--- src/rtl/ula_seq_if.sv ---
// Operation request / result bundle between a controller and ula_seq.
// Latency: none, wiring only.
// Backpressure: controller must hold off new requests while busy is high.
interface ula_seq_if #(
    parameter int WIDTH = 16
);
    logic             start;
    logic [1:0]       op;
    logic [WIDTH-1:0] e0;
    logic [WIDTH-1:0] e1;
    logic [WIDTH-1:0] s;
    logic             ovf;
    logic             busy;
    logic             done;

    // Controller side drives requests and observes results
    modport master (
        output start, op, e0, e1,
        input  s, ovf, busy, done
    );

    // ULA side consumes requests and produces results
    modport slave (
        input  start, op, e0, e1,
        output s, ovf, busy, done
    );
endinterface

--- src/rtl/ula_seq.sv ---
// Sequential add/sub/mul/and unit with start/busy/done handshake (macro ULA_FAST_MUL_EN: 1-cycle multiply).
// Latency: add/sub/and 1 cycle after accept; mul WIDTH cycles (1 with ULA_FAST_MUL_EN).
// Backpressure: start is ignored while busy=1; no queueing, one operation in flight.
module ula_seq #(
    parameter int WIDTH = 16
) (
    input  logic         clk,
    input  logic         rst,
    ula_seq_if.slave     bus
);
    localparam logic [1:0] ST_IDLE = 2'd0;
    localparam logic [1:0] ST_EXEC = 2'd1;
`ifndef ULA_FAST_MUL_EN
    localparam logic [1:0] ST_MUL  = 2'd2;
`endif

    localparam logic [1:0] OP_ADD = 2'b00;
    localparam logic [1:0] OP_SUB = 2'b01;
    localparam logic [1:0] OP_MUL = 2'b10;

    logic [1:0]       state_q, state_d;
    logic             busy_q,  busy_d;
    logic             done_q,  done_d;
    logic [WIDTH-1:0] s_q,     s_d;
    logic             ovf_q,   ovf_d;
    logic [1:0]       op_q,    op_d;
    logic [WIDTH-1:0] a_q,     a_d;
    logic [WIDTH-1:0] b_q,     b_d;

    logic [WIDTH-1:0] exec_s;
    logic             exec_ovf;
    logic [WIDTH:0]   add_sum;

`ifdef ULA_FAST_MUL_EN
    logic [2*WIDTH-1:0] prod;
`else
    localparam int CW = (WIDTH > 2) ? $clog2(WIDTH) : 1;
    localparam logic [CW-1:0] LAST_ITER = CW'(WIDTH - 1);

    logic [2*WIDTH-1:0] acc_q,    acc_d;
    logic [2*WIDTH-1:0] mcand_q,  mcand_d;
    logic [WIDTH-1:0]   mplier_q, mplier_d;
    logic [CW-1:0]      cnt_q,    cnt_d;
    logic [2*WIDTH-1:0] acc_nxt;

    // One shift-add step: add the shifted multiplicand when the multiplier LSB is set
    always_comb begin
        acc_nxt = acc_q;
        if (mplier_q[0]) begin
            acc_nxt = acc_q + mcand_q;
        end
    end
`endif

    // Single-cycle result for operations completed in EXEC
    always_comb begin
        add_sum  = {1'b0, a_q} + {1'b0, b_q};
        exec_s   = a_q & b_q;
        exec_ovf = 1'b0;
`ifdef ULA_FAST_MUL_EN
        prod     = {{WIDTH{1'b0}}, a_q} * {{WIDTH{1'b0}}, b_q};
`endif
        case (op_q)
            OP_ADD: begin
                exec_s   = add_sum[WIDTH-1:0];
                exec_ovf = add_sum[WIDTH];
            end
            OP_SUB: begin
                exec_s   = a_q - b_q;
                exec_ovf = (a_q < b_q);
            end
`ifdef ULA_FAST_MUL_EN
            OP_MUL: begin
                exec_s   = prod[WIDTH-1:0];
                exec_ovf = |prod[2*WIDTH-1:WIDTH];
            end
`endif
            default: begin
                exec_s   = a_q & b_q;
                exec_ovf = 1'b0;
            end
        endcase
    end

    // Control FSM and next-state for all registers
    always_comb begin
        state_d  = state_q;
        busy_d   = busy_q;
        done_d   = 1'b0;
        s_d      = s_q;
        ovf_d    = ovf_q;
        op_d     = op_q;
        a_d      = a_q;
        b_d      = b_q;
`ifndef ULA_FAST_MUL_EN
        acc_d    = acc_q;
        mcand_d  = mcand_q;
        mplier_d = mplier_q;
        cnt_d    = cnt_q;
`endif
        case (state_q)
            ST_IDLE: begin
                if (bus.start) begin
                    op_d    = bus.op;
                    a_d     = bus.e0;
                    b_d     = bus.e1;
                    busy_d  = 1'b1;
                    state_d = ST_EXEC;
`ifndef ULA_FAST_MUL_EN
                    if (bus.op == OP_MUL) begin
                        state_d  = ST_MUL;
                        acc_d    = '0;
                        mcand_d  = {{WIDTH{1'b0}}, bus.e0};
                        mplier_d = bus.e1;
                        cnt_d    = '0;
                    end
`endif
                end
            end
            ST_EXEC: begin
                s_d     = exec_s;
                ovf_d   = exec_ovf;
                done_d  = 1'b1;
                busy_d  = 1'b0;
                state_d = ST_IDLE;
            end
`ifndef ULA_FAST_MUL_EN
            ST_MUL: begin
                acc_d    = acc_nxt;
                mcand_d  = mcand_q << 1;
                mplier_d = mplier_q >> 1;
                cnt_d    = cnt_q + CW'(1);
                // Only the finished product reaches s, never a partial sum
                if (cnt_q == LAST_ITER) begin
                    s_d     = acc_nxt[WIDTH-1:0];
                    ovf_d   = |acc_nxt[2*WIDTH-1:WIDTH];
                    done_d  = 1'b1;
                    busy_d  = 1'b0;
                    state_d = ST_IDLE;
                end
            end
`endif
            default: begin
                state_d = ST_IDLE;
                busy_d  = 1'b0;
            end
        endcase
    end

    // State registers; synchronous reset aborts any operation in flight
    always_ff @(posedge clk) begin
        if (rst) begin
            state_q  <= ST_IDLE;
            busy_q   <= 1'b0;
            done_q   <= 1'b0;
            s_q      <= '0;
            ovf_q    <= 1'b0;
            op_q     <= '0;
            a_q      <= '0;
            b_q      <= '0;
`ifndef ULA_FAST_MUL_EN
            acc_q    <= '0;
            mcand_q  <= '0;
            mplier_q <= '0;
            cnt_q    <= '0;
`endif
        end else begin
            state_q  <= state_d;
            busy_q   <= busy_d;
            done_q   <= done_d;
            s_q      <= s_d;
            ovf_q    <= ovf_d;
            op_q     <= op_d;
            a_q      <= a_d;
            b_q      <= b_d;
`ifndef ULA_FAST_MUL_EN
            acc_q    <= acc_d;
            mcand_q  <= mcand_d;
            mplier_q <= mplier_d;
            cnt_q    <= cnt_d;
`endif
        end
    end

    assign bus.s    = s_q;
    assign bus.ovf  = ovf_q;
    assign bus.busy = busy_q;
    assign bus.done = done_q;
endmodule

--- src/flat_wrapper.sv ---
// flat-port wrapper written by rule: the top's interface ports become plain ports
module ula_seq_flat 
#(
    parameter int WIDTH = 16
)
  (clk, rst, bus_start, bus_op, bus_e0, bus_e1, bus_s, bus_ovf, bus_busy, bus_done);
  ula_seq_if #(.WIDTH(WIDTH)) bus_i ();
  input  logic clk;
  input  logic rst;
  input wire logic [$bits(bus_i.start)-1:0] bus_start;
  input wire logic [$bits(bus_i.op)-1:0] bus_op;
  input wire logic [$bits(bus_i.e0)-1:0] bus_e0;
  input wire logic [$bits(bus_i.e1)-1:0] bus_e1;
  output wire logic [$bits(bus_i.s)-1:0] bus_s;
  output wire logic [$bits(bus_i.ovf)-1:0] bus_ovf;
  output wire logic [$bits(bus_i.busy)-1:0] bus_busy;
  output wire logic [$bits(bus_i.done)-1:0] bus_done;
  assign bus_i.start = bus_start;
  assign bus_i.op = bus_op;
  assign bus_i.e0 = bus_e0;
  assign bus_i.e1 = bus_e1;
  assign bus_s = bus_i.s;
  assign bus_ovf = bus_i.ovf;
  assign bus_busy = bus_i.busy;
  assign bus_done = bus_i.done;
  ula_seq #(.WIDTH(WIDTH)) u_core (.clk(clk), .rst(rst), .bus(bus_i));
endmodule
--- config.mk ---
export PLATFORM = sky130hd
export DESIGN_NAME = ula_seq_flat
export DESIGN_NICKNAME = d
export VERILOG_FILES = /design/src/rtl/ula_seq_if.sv /design/src/rtl/ula_seq.sv /design/src/flat_wrapper.sv
export SDC_FILE = /design/constraint.sdc
export NUM_CORES = 1
export LEC_CHECK = 0
export CAP_MARGIN = 20
export CELL_PAD_IN_SITES_DETAIL_PLACEMENT = 0
export CELL_PAD_IN_SITES_GLOBAL_PLACEMENT = 1
export CORE_MARGIN = 3
export CORE_UTILIZATION = 34
export CTS_BUF_LIST = sky130_fd_sc_hd__clkbuf_4 sky130_fd_sc_hd__clkbuf_8
export DETAILED_ROUTE_END_ITERATION = 7
export HOLD_SLACK_MARGIN = 0.06
export PLACE_DENSITY_LB_ADDON = 0.1
export SLEW_MARGIN = 0
export SYNTH_ARGS = -nofsm -noshare
export SYNTH_HDL_FRONTEND = slang
export SYNTH_SLANG_ARGS = --single-unit
--- constraint.sdc ---
create_clock -name clk -period 3.4 [get_ports clk]
set_input_delay 0.68 -clock clk [delete_from_list [all_inputs] [get_ports clk]]
set_output_delay 0.68 -clock clk [all_outputs]
set_load 0.1 [all_outputs]
==> summary.md <==
| Metric | Value |
|---|---|
| Critical path's slowest cell | a211o_4 |
| Top Ports | between 50 and 60 |
| P&R area growth vs syn | 17.9% |
| Final GP Congestion | 0.868 |
| Core area | 26300 µm² |
| PortBufs | 55 |
| RSZ-0062 raised after global routing | true |
| Initial Utilization | 34.9% |
| Slew Viols, Final | 0 |
| Mapped cell area | 9180 µm² |
| Net Count, Synth | 1286 |
| Vias post-DR | 8633 |
| Seq/Total Area, Yosys | 30.3% |
| Yosys warns | 0 |
| First-pass GRT wire length | 46700 µm |
| CTS root buffer | clkbuf_8 |
| GRT Util Overall | between 20% and 30% |
| Die width | 170 µm |
| Crit-path max FO | 3 |
| Leakage | around 4.2 nW |
| Final HPWL DP | 21800 µm |
| EDFF count, synth | 0 |
| Worst Tran Pin Value | 0.961 ns |
| HP Class | reg -> reg |
| Overflow after GRT | 0 |
| Crit end category | flip-flop |
| Largest net degree at the start of global routing | 60 |
| Total power | 4.08 mW |
| Peak VDD IR | 0.178 mV |
| Final setup vio count | 0 |
| Antenna-violating nets left | 0 |
| Max-cap viol count | 0 |
| ANT cells | 0 |
| Final min period | 3.33 ns |
| Row cnt | just under 60 |
| Routed length per instance | 18.5 µm |
| Predominant post-synthesis flop cell | dfxtp_1 |
| Synth area leader | dfxtp_1 |
| Initial antenna violation count | 0 |
| Vias per inst | 5.44 |
| Num CTS Buffers | 17 |
| Avg Cell Area, Syn | 7.79 µm² |
| Cells after synthesis | about 1200 |
| Layout fillers | around 2800 |
| CTS clock-pin slew for the worst setup and hold paths | ~0.09 ns |
| Slowest stage delay, CP | 0.36 ns |
| Area of the multi-input gates | 6070 µm² |
| Critical path buffer and inverter count | 1 |
| Met1 Use GR | 27.5% |
| Crit Path Class | reg -> reg |
| Vias in the first global route | 8174 |
| CTS tree | done |
| DRC | 0 |
| Share of layout cells above drive strength 1 | approximately an eighth |
| Critical path arrival | 3.67 ns |
| Total Wirelength | between 20000 and 30000 µm |
| Top post-synthesis cells by area | dfxtp_1 30%, ha_1 9.1%, a21oi_1 7.3% |
| Type of origin of the critical path | flip-flop |
| Register-to-register path setup slack | between 0.07 and 0.08 ns |
| Post-DP Area | 10200 µm² |
| H-tree level count | 4 |
| Post-synth ARST share | 0% |
| Final Cycle Share | between 90% and 100% |
| Clk_skew | 0.0126 ns |
| Max Clk Rate | 0.300 GHz |
| TritonRoute pass-1 iters | 5 |
| Final instance area | about 11000 µm² |
| Top Family by Delay on Critical Path | compound AO/OA/AOI/OAI gates |
| FF/Latch Area | 2790 µm² |
| Status | complete, no violations |
| Cells along the critical path | ha_4 -> fa_2 -> a21o_1 -> a211o_4 -> buf_6 -> a211oi_4 -> nor3_2 -> a31o_1 -> mux2_4 -> o41ai_4 -> nand4_1 -> nor4_4 -> o21ai_1 |
| WP data required | 3.74 ns |
| Met3 usage in global routing | 3.16% |
| Nets | 1345 |
| Grt peak-use layer | met2 |
| Clock latency on the worst-skew pair | 0.46 ns |
| PD cells | 377 nW/µm² |
| Synth Register Bits | 139 |
| Iter 0 DRT Violations | about 460 |
| Hold Vio Cnt, Final | 0 |
| DIE HEIGHT | 170 µm |
| Most instantiated cells after synthesis | 151 x nand2_1, 139 x dfxtp_1, 134 x a21oi_1 |
| Most frequent cell after synthesis | nand2_1 |
| Met2 usage | 34.5% |
| Total die area | 29000 µm² |
| Top-area cell type share of the netlist area | approximately 30% |
| Post-CTS Hold Buffers | 0 |
| Synth cell types | 76 |
| Largest buffer count on any clock path | 2 |
| CTS sink cnt | 139 |
| Max-slew headroom | 35.7% |
per-layer routing:
layer	share of wire (%)	wire length (µm)
met2	48	14100
met4	1.2	352
met5	0	0
met1	48	14100
met3	2.7	776
per-stage QoR:
step	instances	util (%)	TNS (ns)	hold WS (ns)	setup WS, ns
global placement	1544	38.9	-0.353	0.456	-0.353
detailed placement	1544	38.9	-0.485	0.461	-0.485
global route	1586	41.2	-0.0975	0.495	-0.0975
floorplan	1179	-	0	0.444	0.225
CTS	1580	40.6	0	0.473	0.00652
finish	1586	41.2	0	0.470	0.0718
tightest hold or removal path, delay by kind of cell (launching register included):
kind	cells	cell delay, ns
DFF	1	0.33
AOI/OAI and AO/OA	1	0.05
and+or+nand+nor	1	0.05
layout by cell type, fill, tap and decap left out, types with 10 or more instances in the layout:
master and instances:
nand2_1 151, dfxtp_1 135, a21oi_1 131, nor2_1 129, buf_4 73, ha_1 65, a211oi_1 47, inv_1 45
mux2i_1 44, nand3_1 38, clkdlybuf4s50_1 36, o21ai_0 33, xnor2_1 23, nor3_1 22, a22oi_1 20, o211ai_1 17
clkbuf_8 17, xor2_1 14, nand4_1 12, a21o_1 10, o21bai_1 10
final cells by class:
type,count,area share [%]
inverters,46,1.60
clock inverters,14,1.40
repair buffers,113,9.05
well taps,335,3.87
clock buffers,18,2.23
flip-flops and latches,139,25.8
multi-input cells,921,56.1
what timing repair did:
action,4_1_cts,5_1_grt
gates resized for setup,7,23
endpoints found under the setup margin,1,3
pin swaps,9,7
buffers inserted,5,7
state kept, by name, summed over array words and instances, names as in the netlist, 2 cells and up:
name and count:
u_core.acc_q 32, u_core.mcand_q 32, u_core.a_q 16, u_core.b_q 16, u_core.bus.s 16, u_core.mplier_q 16
u_core.cnt_q 4, u_core.op_q 2, u_core.state_q 2
kinds of logic after synthesis:
| family | synth area share [%] |
|---|---|
| AOI/OAI and AO/OA | 25.6 |
| xor gates and xnor gates | 3.53 |
| adders and majority gates | 9.78 |
| buffers and inverters | 5.46 |
| DFF | 30.3 |
| muxes | 5.94 |
| and+or+nand+nor | 19.4 |
report_power, final:
| group | switching [mW] | internal [mW] |
|---|---|---|
| Clock | 0.806 | 0.620 |
| Sequential | 0.0628 | 1.70 |
| Combinational | 0.571 | 0.318 |
| Total | 1.44 | 2.64 |
final timing paths:
path	endpoint	cells after the start	start
setup / recovery	u_core.bus.ovf$_SDFFE_PP0P_	13	u_core.mcand_q[0]$_SDFFE_PP0P_
hold / removal	u_core.acc_q[13]$_SDFFE_PP0P_	2	u_core.acc_q[13]$_SDFFE_PP0P_
setup reg to reg	u_core.bus.ovf$_SDFFE_PP0P_	13	u_core.mcand_q[0]$_SDFFE_PP0P_
hold reg to reg	u_core.acc_q[13]$_SDFFE_PP0P_	2	u_core.acc_q[13]$_SDFFE_PP0P_
Note: power is estimated with default switching activity, not from simulation.
